===== config.mk =====
export PLATFORM = sky130hd
export DESIGN_NAME = ahb_arbiter_rr
export DESIGN_NICKNAME = d
export VERILOG_FILES = /design/src/rtl/ahb_params_pkg.sv /design/src/rtl/ahb_rr_prio_sel.sv /design/src/rtl/ahb_arbiter_rr.sv
export SDC_FILE = /design/constraint.sdc
export NUM_CORES = 1
export LEC_CHECK = 0
export BUFFER_PORTS_ARGS = -buffer_cell sky130_fd_sc_hd__buf_2
export CORE_MARGIN = 1.5
export CORE_UTILIZATION = 59
export DETAILED_ROUTE_END_ITERATION = 8
export HOLD_SLACK_MARGIN = 0.08
export MAX_ROUTING_LAYER = met4
export PLACE_DENSITY = 0.82
export SYNTH_ARGS = -nofsm -noshare
export SYNTH_HDL_FRONTEND = slang
export SYNTH_SLANG_ARGS = --single-unit
export TNS_END_PERCENT = 100

===== constraint.sdc =====
create_clock -name HCLK -period 10 [get_ports HCLK]
set_clock_uncertainty 0.2 [all_clocks]
set_input_delay 1 -clock HCLK [delete_from_list [all_inputs] [get_ports HCLK]]
set_output_delay 1 -clock HCLK [all_outputs]
set_load 0.005 [all_outputs]

===== src/rtl/ahb_params_pkg.sv =====
// Shared AHB encodings and arbiter helpers.
//   htrans_e / hresp_e : AHB transfer type and slave response encodings
//   ARB_FIXED / ARB_RR : arbitration mode selectors
//   onehot_to_idx      : index of the set bit in a one-hot vector (up to 16)
package ahb_params_pkg;

    typedef enum logic [1:0] {
        IDLE   = 2'd0,
        BUSY   = 2'd1,
        NONSEQ = 2'd2,
        SEQ    = 2'd3
    } htrans_e;

    typedef enum logic [1:0] {
        OKAY  = 2'd0,
        ERROR = 2'd1,
        RETRY = 2'd2,
        SPLIT = 2'd3
    } hresp_e;

    localparam int ARB_FIXED   = 0;
    localparam int ARB_RR      = 1;
    localparam int MAX_MASTERS = 16;
    localparam int MAX_IDX_W   = 4;

    // OR of the indices of all set bits; exact for a one-hot input.
    function automatic logic [MAX_IDX_W-1:0] onehot_to_idx(input logic [MAX_MASTERS-1:0] oh);
        logic [MAX_IDX_W-1:0] idx;
        idx = '0;
        for (int unsigned i = 0; i < MAX_MASTERS; i++) begin
            if (oh[i]) idx = idx | MAX_IDX_W'(i);
        end
        return idx;
    endfunction

endpackage


===== src/rtl/ahb_rr_prio_sel.sv =====
// Combinational masked priority select.
//   req       : candidate vector (already masked by the caller)
//   start_ptr : round-robin pointer; search begins at start_ptr+1 (RR mode only)
//   grant     : one-hot winner, zero when req is empty
//   valid     : at least one candidate present
module ahb_rr_prio_sel
    import ahb_params_pkg::*;
#(
    parameter int N    = 4,
    parameter int MODE = ARB_RR
) (
    input  logic [N-1:0]         req,
    input  logic [$clog2(N)-1:0] start_ptr,
    output logic [N-1:0]         grant,
    output logic                 valid
);

    localparam int IW = $clog2(N);

    always_comb begin
        logic        found;
        int unsigned idx;
        grant = '0;
        found = 1'b0;
        idx   = 0;
        for (int unsigned k = 0; k < N; k++) begin
            // RR: rotate so start_ptr itself is visited last.
            if (MODE == ARB_RR) idx = 32'(start_ptr) + 1 + k;
            else                idx = k;
            if (idx >= N) idx = idx - N;
            if (!found && req[idx[IW-1:0]]) begin
                grant[idx[IW-1:0]] = 1'b1;
                found              = 1'b1;
            end
        end
    end

    assign valid = |req;

endmodule


===== src/rtl/ahb_arbiter_rr.sv =====
// AHB bus arbiter with fixed-priority or round-robin selection, burst hold
// limit, locked-sequence hold and SPLIT masking.
//   HCLK, HRESET     : clock, synchronous active-high reset
//   HBUSREQ, HLOCK   : per-master request / locked-transfer request
//   HSPLIT           : per-master split-resume pulses
//   HTRANS, HREADY,
//   HRESP            : shared bus status for the current transfer
//   HGRANT           : one-hot grant
//   HMASTER          : owner of the current address phase
//   HMASTLOCK        : current address phase is locked
module ahb_arbiter_rr
    import ahb_params_pkg::*;
#(
    parameter int NO_OF_MASTERS  = 4,
    parameter int DEFAULT_MASTER = 0,
    parameter int ARB_MODE       = ARB_RR,
    parameter int HOLD_LIMIT     = 16
) (
    input  logic                             HCLK,
    input  logic                             HRESET,
    input  logic [NO_OF_MASTERS-1:0]         HBUSREQ,
    input  logic [NO_OF_MASTERS-1:0]         HLOCK,
    input  logic [NO_OF_MASTERS-1:0]         HSPLIT,
    input  logic [1:0]                       HTRANS,
    input  logic                             HREADY,
    input  logic [1:0]                       HRESP,
    output logic [NO_OF_MASTERS-1:0]         HGRANT,
    output logic [$clog2(NO_OF_MASTERS)-1:0] HMASTER,
    output logic                             HMASTLOCK
);

    localparam int NM    = NO_OF_MASTERS;
    localparam int IW    = $clog2(NM);
    localparam int CNT_W = (HOLD_LIMIT > 1) ? $clog2(HOLD_LIMIT) : 1;

    localparam logic [CNT_W-1:0] LIM_M1 = CNT_W'(HOLD_LIMIT - 1);
    localparam logic [NM-1:0]    DEF_OH = NM'(1) << DEFAULT_MASTER;

    logic [NM-1:0]    grant_q;
    logic [NM-1:0]    split_mask;
    logic [NM-1:0]    split_set;
    logic [NM-1:0]    split_mask_nxt;
    logic [NM-1:0]    elig;
    logic [NM-1:0]    sel_grant;
    logic             sel_valid;
    logic [NM-1:0]    winner;
    logic [IW-1:0]    winner_idx;
    logic [IW-1:0]    owner;
    logic [IW-1:0]    rr_ptr;
    logic [IW-1:0]    data_master;
    logic [CNT_W-1:0] beat_cnt;
    logic             owner_locked;
    logic             rearb;
    logic             grant_chg;
    htrans_e          trans;
    hresp_e           resp;

    assign trans = htrans_e'(HTRANS);
    assign resp  = hresp_e'(HRESP);
    assign owner = IW'(onehot_to_idx(16'(grant_q)));

    // The split master is excluded from the arbitration taken on the very
    // edge that records the SPLIT, hence the use of the next mask value.
    assign split_set      = (HREADY && resp == SPLIT) ? (NM'(1) << data_master) : '0;
    assign split_mask_nxt = (split_mask & ~HSPLIT) | split_set;
    assign elig           = HBUSREQ & ~split_mask_nxt;

    ahb_rr_prio_sel #(
        .N    (NM),
        .MODE (ARB_MODE)
    ) u_sel (
        .req       (elig),
        .start_ptr (rr_ptr),
        .grant     (sel_grant),
        .valid     (sel_valid)
    );

    assign winner     = sel_valid ? sel_grant : DEF_OH;
    assign winner_idx = IW'(onehot_to_idx(16'(winner)));

    // A lock pins the grant unless its owner has just been split away.
    assign owner_locked = HLOCK[owner] && !split_mask_nxt[owner];
    assign rearb = HREADY && !owner_locked &&
                   (trans == IDLE || trans == NONSEQ || beat_cnt == LIM_M1 ||
                    resp == SPLIT || resp == RETRY);
    assign grant_chg = rearb && (winner != grant_q);

    assign HGRANT = grant_q;

    always_ff @(posedge HCLK) begin
        if (HRESET) begin
            grant_q     <= DEF_OH;
            HMASTER     <= IW'(DEFAULT_MASTER);
            HMASTLOCK   <= 1'b0;
            split_mask  <= '0;
            rr_ptr      <= IW'(DEFAULT_MASTER);
            beat_cnt    <= '0;
            data_master <= IW'(DEFAULT_MASTER);
        end else begin
            split_mask <= split_mask_nxt;
            if (HREADY) begin
                HMASTER     <= owner;
                HMASTLOCK   <= HLOCK[owner] && !split_mask_nxt[owner];
                data_master <= HMASTER;
                if (grant_chg) begin
                    grant_q  <= winner;
                    beat_cnt <= '0;
                    if (sel_valid) rr_ptr <= winner_idx;
                end else if (trans == IDLE || trans == NONSEQ) begin
                    beat_cnt <= '0;
                end else if (trans == SEQ && beat_cnt != LIM_M1) begin
                    beat_cnt <= beat_cnt + 1'b1;
                end
            end
        end
    end

endmodule


; ---- Word level (Yosys, flattened, before mapping)
; Cells that the tools add are included.
[op_classes]
addsub = 9
bitwise = 8
n_shift = 1
n_eq_ne = 7
mux = 42
order_cmp = 13
reduce_logical = 28
[op_table]
columns = operator, n
row1 = $ge 32x3->1 const B, 3
row2 = $mux 4, 9
row3 = $mux 2, 8
row4 = $or 4x4->4, 4
row5 = $lt 2x3->1 const B, 5
row6 = $mux 1, 15
row7 = $logic_and 1x1->1, 13
row8 = $bmux 1 s2, 6
row9 = $add 3x2->4 const B, 2
row10 = $and 4x4->4, 2
row11 = $demux 1 s2, 4
row12 = $eq 2x2->1 const B, 4
row13 = $ge 2x1->1 const B, 4
row14 = $not 4->4, 2
row15 = $sub 2x1->2 const B, 4
row16 = $logic_not 1->1, 5
row17 = $add 3x1->4 const B, 1
row18 = $add 4x1->4 const B, 1
row19 = $eq 4x4->1 const B, 1
row20 = $logic_or 1x1->1, 4
row21 = $ne 4x4->1, 1
row22 = $ne 4x4->1 const B, 1
row23 = $reduce_and 2->1, 2
row24 = $reduce_or 4->1, 1
row25 = other kinds (6), 6
[totals]
out_inout_bits = 7
register_bits = 19
inputBits = 19
word_cells = 115

; ---- Longest topological paths before layout
[logic_depth]
word_depth = 23
depth_mapped = 13
mapped_depth_nobuf = 12

; ---- Modules after synthesis
; From an unflattened synthesis, not the netlist that was laid out.
[hier_totals]
hier_cells = 181
area_unflattened_um2 = 1498.9
[by_module_without_submodules]
columns = mod, n_inst, area_per_inst_um2, cells_each, seq_area_each_um2
row1 = ahb_arbiter_rr, 1, 1061.0, 125, 380.4
row2 = ahb_rr_prio_sel, 1, 437.9, 56, 0.0

; ---- Worst setup path after synthesis
; OpenSTA, ideal clock, no wires.
[synth_timing]
kind = input to register
startpoint = in HSPLIT[1]
endpoint = reg rr_ptr[0]
setup_time_ps = 91
path_slack_ps = 6694
path_stages = 10
path_buffers = 0
t_arrival_ps = 3015
t_required_ps = 9709
path_cell_list = nand2b_1 -> o211ai_2 -> mux4_2 -> o21ai_1 -> a31oi_2 -> mux2i_1 -> a221o_1 -> a41oi_2 -> a21oi_1 -> a311oi_1
[synth_via]
elab_chain_len = 21
word_cells_on_any_way = 44
classes_between = eq/ne: 1 / mux: 21 / bitwise: 8 / reduce/logical: 14
[synth_lines]
columns = item, line
row1 = from (decl), ahb_arbiter_rr.sv:23  ; input logic [NO_OF_MASTERS-1:0] HSPLIT,
row2 = $not 4->4 (*), ahb_arbiter_rr.sv:65  ; assign split_mask_nxt = (split_mask & ~HSPLIT) | split_set;
row3 = $and 4x4->4 (*), ahb_arbiter_rr.sv:65
row4 = $or 4x4->4 (*), ahb_arbiter_rr.sv:65
row5 = $not 4->4, ahb_arbiter_rr.sv:66  ; assign elig = HBUSREQ & ~split_mask_nxt;
row6 = $and 4x4->4, ahb_arbiter_rr.sv:66
row7 = $bmux 1 s2, ahb_rr_prio_sel.sv:31  ; if (!found && req[idx[IW-1:0]]) begin
row8 = $mux 1 (not written as such), ahb_rr_prio_sel.sv:31
row9 = $mux 1, ahb_rr_prio_sel.sv:31
row10 = [... 5 more ...], -
row11 = $mux 1, ahb_rr_prio_sel.sv:31
row12 = $logic_not 1->1, ahb_rr_prio_sel.sv:31
row13 = $logic_and 1x1->1, ahb_rr_prio_sel.sv:31
row14 = $mux 4, ahb_rr_prio_sel.sv:31
row15 = $mux 4, ahb_arbiter_rr.sv:78  ; assign winner = sel_valid ? sel_grant : DEF_OH;
row16 = $ne 4x4->1 / $mux 1 (equally long branches), "ahb_arbiter_rr.sv:86, ahb_params_pkg.sv:31"
row17 = $logic_and 1x1->1 / $mux 2 (equally long branches), "ahb_arbiter_rr.sv:86, ahb_params_pkg.sv:31"
row18 = $reduce_and 3->1 (no line) / $mux 2 (equally long branches), -
row19 = to (signal assigned), ahb_arbiter_rr.sv:96  ; rr_ptr <= IW'(DEFAULT_MASTER);
row20 = to (signal assigned), ahb_arbiter_rr.sv:108  ; if (sel_valid) rr_ptr <= winner_idx;
row21 = to (decl), ahb_arbiter_rr.sv:49  ; logic [IW-1:0] rr_ptr;
; Mark *: on every way between the ends. The rest lies on a longest branch, timed or not. The select of a mux whose other input is x is not followed.
; A chain may end at the register's enable or synchronous reset.

; ---- Worst setup path after layout
[layout_timing]
startpoint = in HREADY
endpoint = reg rr_ptr[1]
[layout_via]
elab_chain_len = 21
word_cells_on_any_way = 43
classes_between = eq/ne: 1 / mux: 21 / bitwise: 6 / reduce/logical: 15
[layout_lines]
columns = item, line
row1 = from (decl), ahb_arbiter_rr.sv:25  ; input logic HREADY,
row2 = $logic_and 1x1->1, ahb_arbiter_rr.sv:64  ; assign split_set = (HREADY && resp == SPLIT) ? (NM'(1) << data_master) : '0;
row3 = $mux 4, ahb_arbiter_rr.sv:64
row4 = $or 4x4->4, ahb_arbiter_rr.sv:65
row5 = $not 4->4, ahb_arbiter_rr.sv:66
row6 = $and 4x4->4, ahb_arbiter_rr.sv:66
row7 = $bmux 1 s2, ahb_rr_prio_sel.sv:31
row8 = $mux 1 (not written as such), ahb_rr_prio_sel.sv:31
row9 = $mux 1, ahb_rr_prio_sel.sv:31
row10 = [... 5 more ...], -
row11 = $mux 1, ahb_rr_prio_sel.sv:31
row12 = $logic_not 1->1, ahb_rr_prio_sel.sv:31
row13 = $logic_and 1x1->1, ahb_rr_prio_sel.sv:31
row14 = $mux 4, ahb_rr_prio_sel.sv:31
row15 = $mux 4, ahb_arbiter_rr.sv:78
row16 = $ne 4x4->1, ahb_arbiter_rr.sv:86  ; assign grant_chg = rearb && (winner != grant_q);
row17 = $logic_and 1x1->1, ahb_arbiter_rr.sv:86
row18 = $reduce_and 3->1 (no line), -
; Parallel ways exist; a longest one is shown, timed or not. The select of a mux whose other input is x is not followed.

==> impl_metrics.ini <==
[pwr]
p_per_area_mw_per_mm2 = 134
power_leakage_uw = 0.000683
vdd_drop_max_v = 0.000102
p_clk_share_pct = 17.8
internal_power_uw = 135
switching_share_pct = 37.6
combPwrFrac_pct = 41.9
seq_power_share_pct = 40.3
switchingPower_uw = 81.5

[synthesis]
syn_nets = 199
synth_enable_flop_cells = 0
synth-main-ff-cell = dfxtp_1
yosysTopAreaCell = dfxtp_1
synth_area_mm2 = 0.00145
postSynthAreaPerCell_um2 = 8.38
synth_top_area_share_pct = 26.3
yosysSeqAreaShare_pct = 26.3
synth_cells = 173
ys_ff_latch = 19
async_flop_share_pct = 0
synthDistinctLibCells = 47
synth_area_leaders = dfxtp_1, nor2_1, ha_1
synth_common_cells = nor2_1, dfxtp_1, a21oi_1
yosys_warnings = 0
synth_most_common_cell = nor2_1

[global_route]
track_usage_pct = 28.2
grt_pass1_wl_um = 5700
grt_start_max_net_pins = 20
grt_pass1_vias = 1352
antenna_found_initial = 0
overflow = 0

[final_layout]
areaGrowthSynthToFinish_pct = 11.3
drive_above_1_share_pct = 23.0
antenna_cells = 0
fillerInstances = 196
layout.nets = 223

[clock_tree]
cts_resized = 0
clk_latency_ns = 0.29
ctsHoldBuffers = 0
clockRootBuffer = clkbuf_4
postCtsSetupRepairBufs = 0
ctsLongestPathBuffers = 2
clock-sinks = 19
numCtsBuffers = 3
clk_pin_slew_ns = 0.11
cts_tree = built
htreeDepth = 1

[sta]
hold_violations = 0
final.setup.worst_slack_ns = 6.30
finalCritPeriodShare_pct = 37.0
min_period_ns = 3.70
rsz0062_at_grt = no
drv_slew = 0
finalSetupTns_ns = 0
fmax_mhz = 271
setup_viol = 0
maxSlewHeadroom_pct = 73.9
worstMarginPinSlew_ns = 0.391

[setup_path]
reg2reg_depth = 10
r2r-end = rr_ptr[1]$_SDFFE_PP0P_
cp_max_fo = 17
crit_type = input port to flip-flop
r2r_setup_slack_ns = 6.42
r2r-start = rr_ptr[0]$_SDFFE_PP0P_
cp.required_ns = 10.00
worstPathArrival_ns = 3.70
startpoint_type = input port
end_kind = flip-flop

[drt]
drc = 0
viasPerCell = 6.29
ant_nets = 0
dr.pass1.iters = 4
num_vias = 1408
wl_um = 3450
drt_iter0_markers = 50
post_drt_wl_per_cell_um = 15.4

[place]
gp_congestion = 0.868
dpl_worst_slack_ns = 6.06
dpl.hpwl_um = 2670
portBuffers = 25

[die]
start_util_pct = 64.3
coreArea_mm2 = 0.00225
ios = 26
die-area_mm2 = 0.00276
die_height_um = 52.6
rows = 17
die_x_um = 52.6

[status]
outcome = finished clean

[hold_path]
hold_class = flip-flop to flip-flop
hp-start = HMASTLOCK$_SDFFE_PP0P_
whs_path_depth = 2
hold_end = HMASTLOCK$_SDFFE_PP0P_

[flow_run]
cap_violations = 0
area by class of cell:
class,count,area (um^2),share of cell area [%]
inverters,10,37.5,2.33
clock inverters,1,5.00,0.310
clock buffers,3,22.5,1.40
multi-input cells,138,1010,62.5
well taps,28,35.0,2.17
repair buffers,25,125,7.76
flip-flops and latches,19,380,23.6
per-layer routing:
metal | wire (um) | part of all wire, % | GRT usage, %
met1 | 1480 | 43 | 33.2
met2 | 1780 | 52 | 48.8
met3 | 143 | 4.1 | 3.71
met4 | 50 | 1.5 | 10.7
met5 | 0 | 0 | -
kinds of logic (layout without fill, tap and decap cells):
group | count (synthesis) | after routing | synth area share [%]
AOI/OAI and AO/OA | 52 | 52 | 26.5
xor gates and xnor gates | 4 | 4 | 2.42
adders and majority gates | 7 | 7 | 6.04
buffers and inverters | 16 | 39 | 4.23
DFF | 19 | 19 | 26.3
muxes | 13 | 13 | 11.8
and+or+nand+nor | 62 | 62 | 22.7
worst max-delay path by stage:
| stage | from | slack, ns | to | cells past startpoint |
|---|---|---|---|---|
| after global placement | HREADY | 6.19 | beat_cnt[3]$_SDFFE_PP0P_ | 11 |
| after global routing | HREADY | 6.15 | rr_ptr[0]$_SDFFE_PP0P_ | 11 |
| final | HREADY | 6.30 | rr_ptr[1]$_SDFFE_PP0P_ | 11 |
| after CTS | HREADY | 6.37 | rr_ptr[0]$_SDFFE_PP0P_ | 11 |
| after floorplan | HSPLIT[1] | 6.69 | rr_ptr[0]$_SDFFE_PP0P_ | 10 |
| after detailed placement | HREADY | 6.06 | rr_ptr[0]$_SDFFE_PP0P_ | 11 |
layout by cell type, fill, tap and decap left out, types with 5 or more instances in the layout:
master and count:
a211oi_1 5, nand3_1 8, dfxtp_1 19, nand4_1 5, inv_1 9, nand2b_1 10
o21ai_0 5, mux2i_1 7, ha_1 7, buf_2 25, nor2_1 24, a21oi_1 14
sequential cells by signal, summed over array words and instances (netlist names):
register     cells
HMASTLOCK        1
split_mask       4
HGRANT           4
rr_ptr           2
HMASTER          2
data_master      2
beat_cnt         4
critical path: stages:
cell,delay (ns)
buf_2,0.29
nand4_2,0.26
o211ai_2,0.32
mux4_2,0.39
o21ai_1,0.11
a31oi_2,0.20
mux2i_1,0.10
a221o_1,0.40
a41oi_2,0.25
a21oi_1,0.10
a311oi_1,0.27
power by group through the flow:
stage	clock network (uW)	registers, uW	logic [uW]
6_report	38.4	87.3	90.7
5_1_grt	41.3	88.3	99.1
4_1_cts	38.8	87.2	90.3
3_5_place_dp	0	88.9	89.6
3_3_place_gp	0	88.9	85.8
2_1_floorplan	0	87.1	69.6
stage by stage:
step           power (uW)  instance area (um^2)  std cells  utilization (%)  hold slack [ns]
2_1_floorplan         157                  1450        173                -            0.267
3_3_place_gp          175                  1590        220             70.3            0.260
3_5_place_dp          178                  1590        220             70.3            0.261
4_1_cts               216                  1610        224             71.5            0.282
5_1_grt               229                  1610        224             71.5            0.308
6_report              216                  1610        224             71.5            0.279
Note: power is estimated with default switching activity, not from simulation.
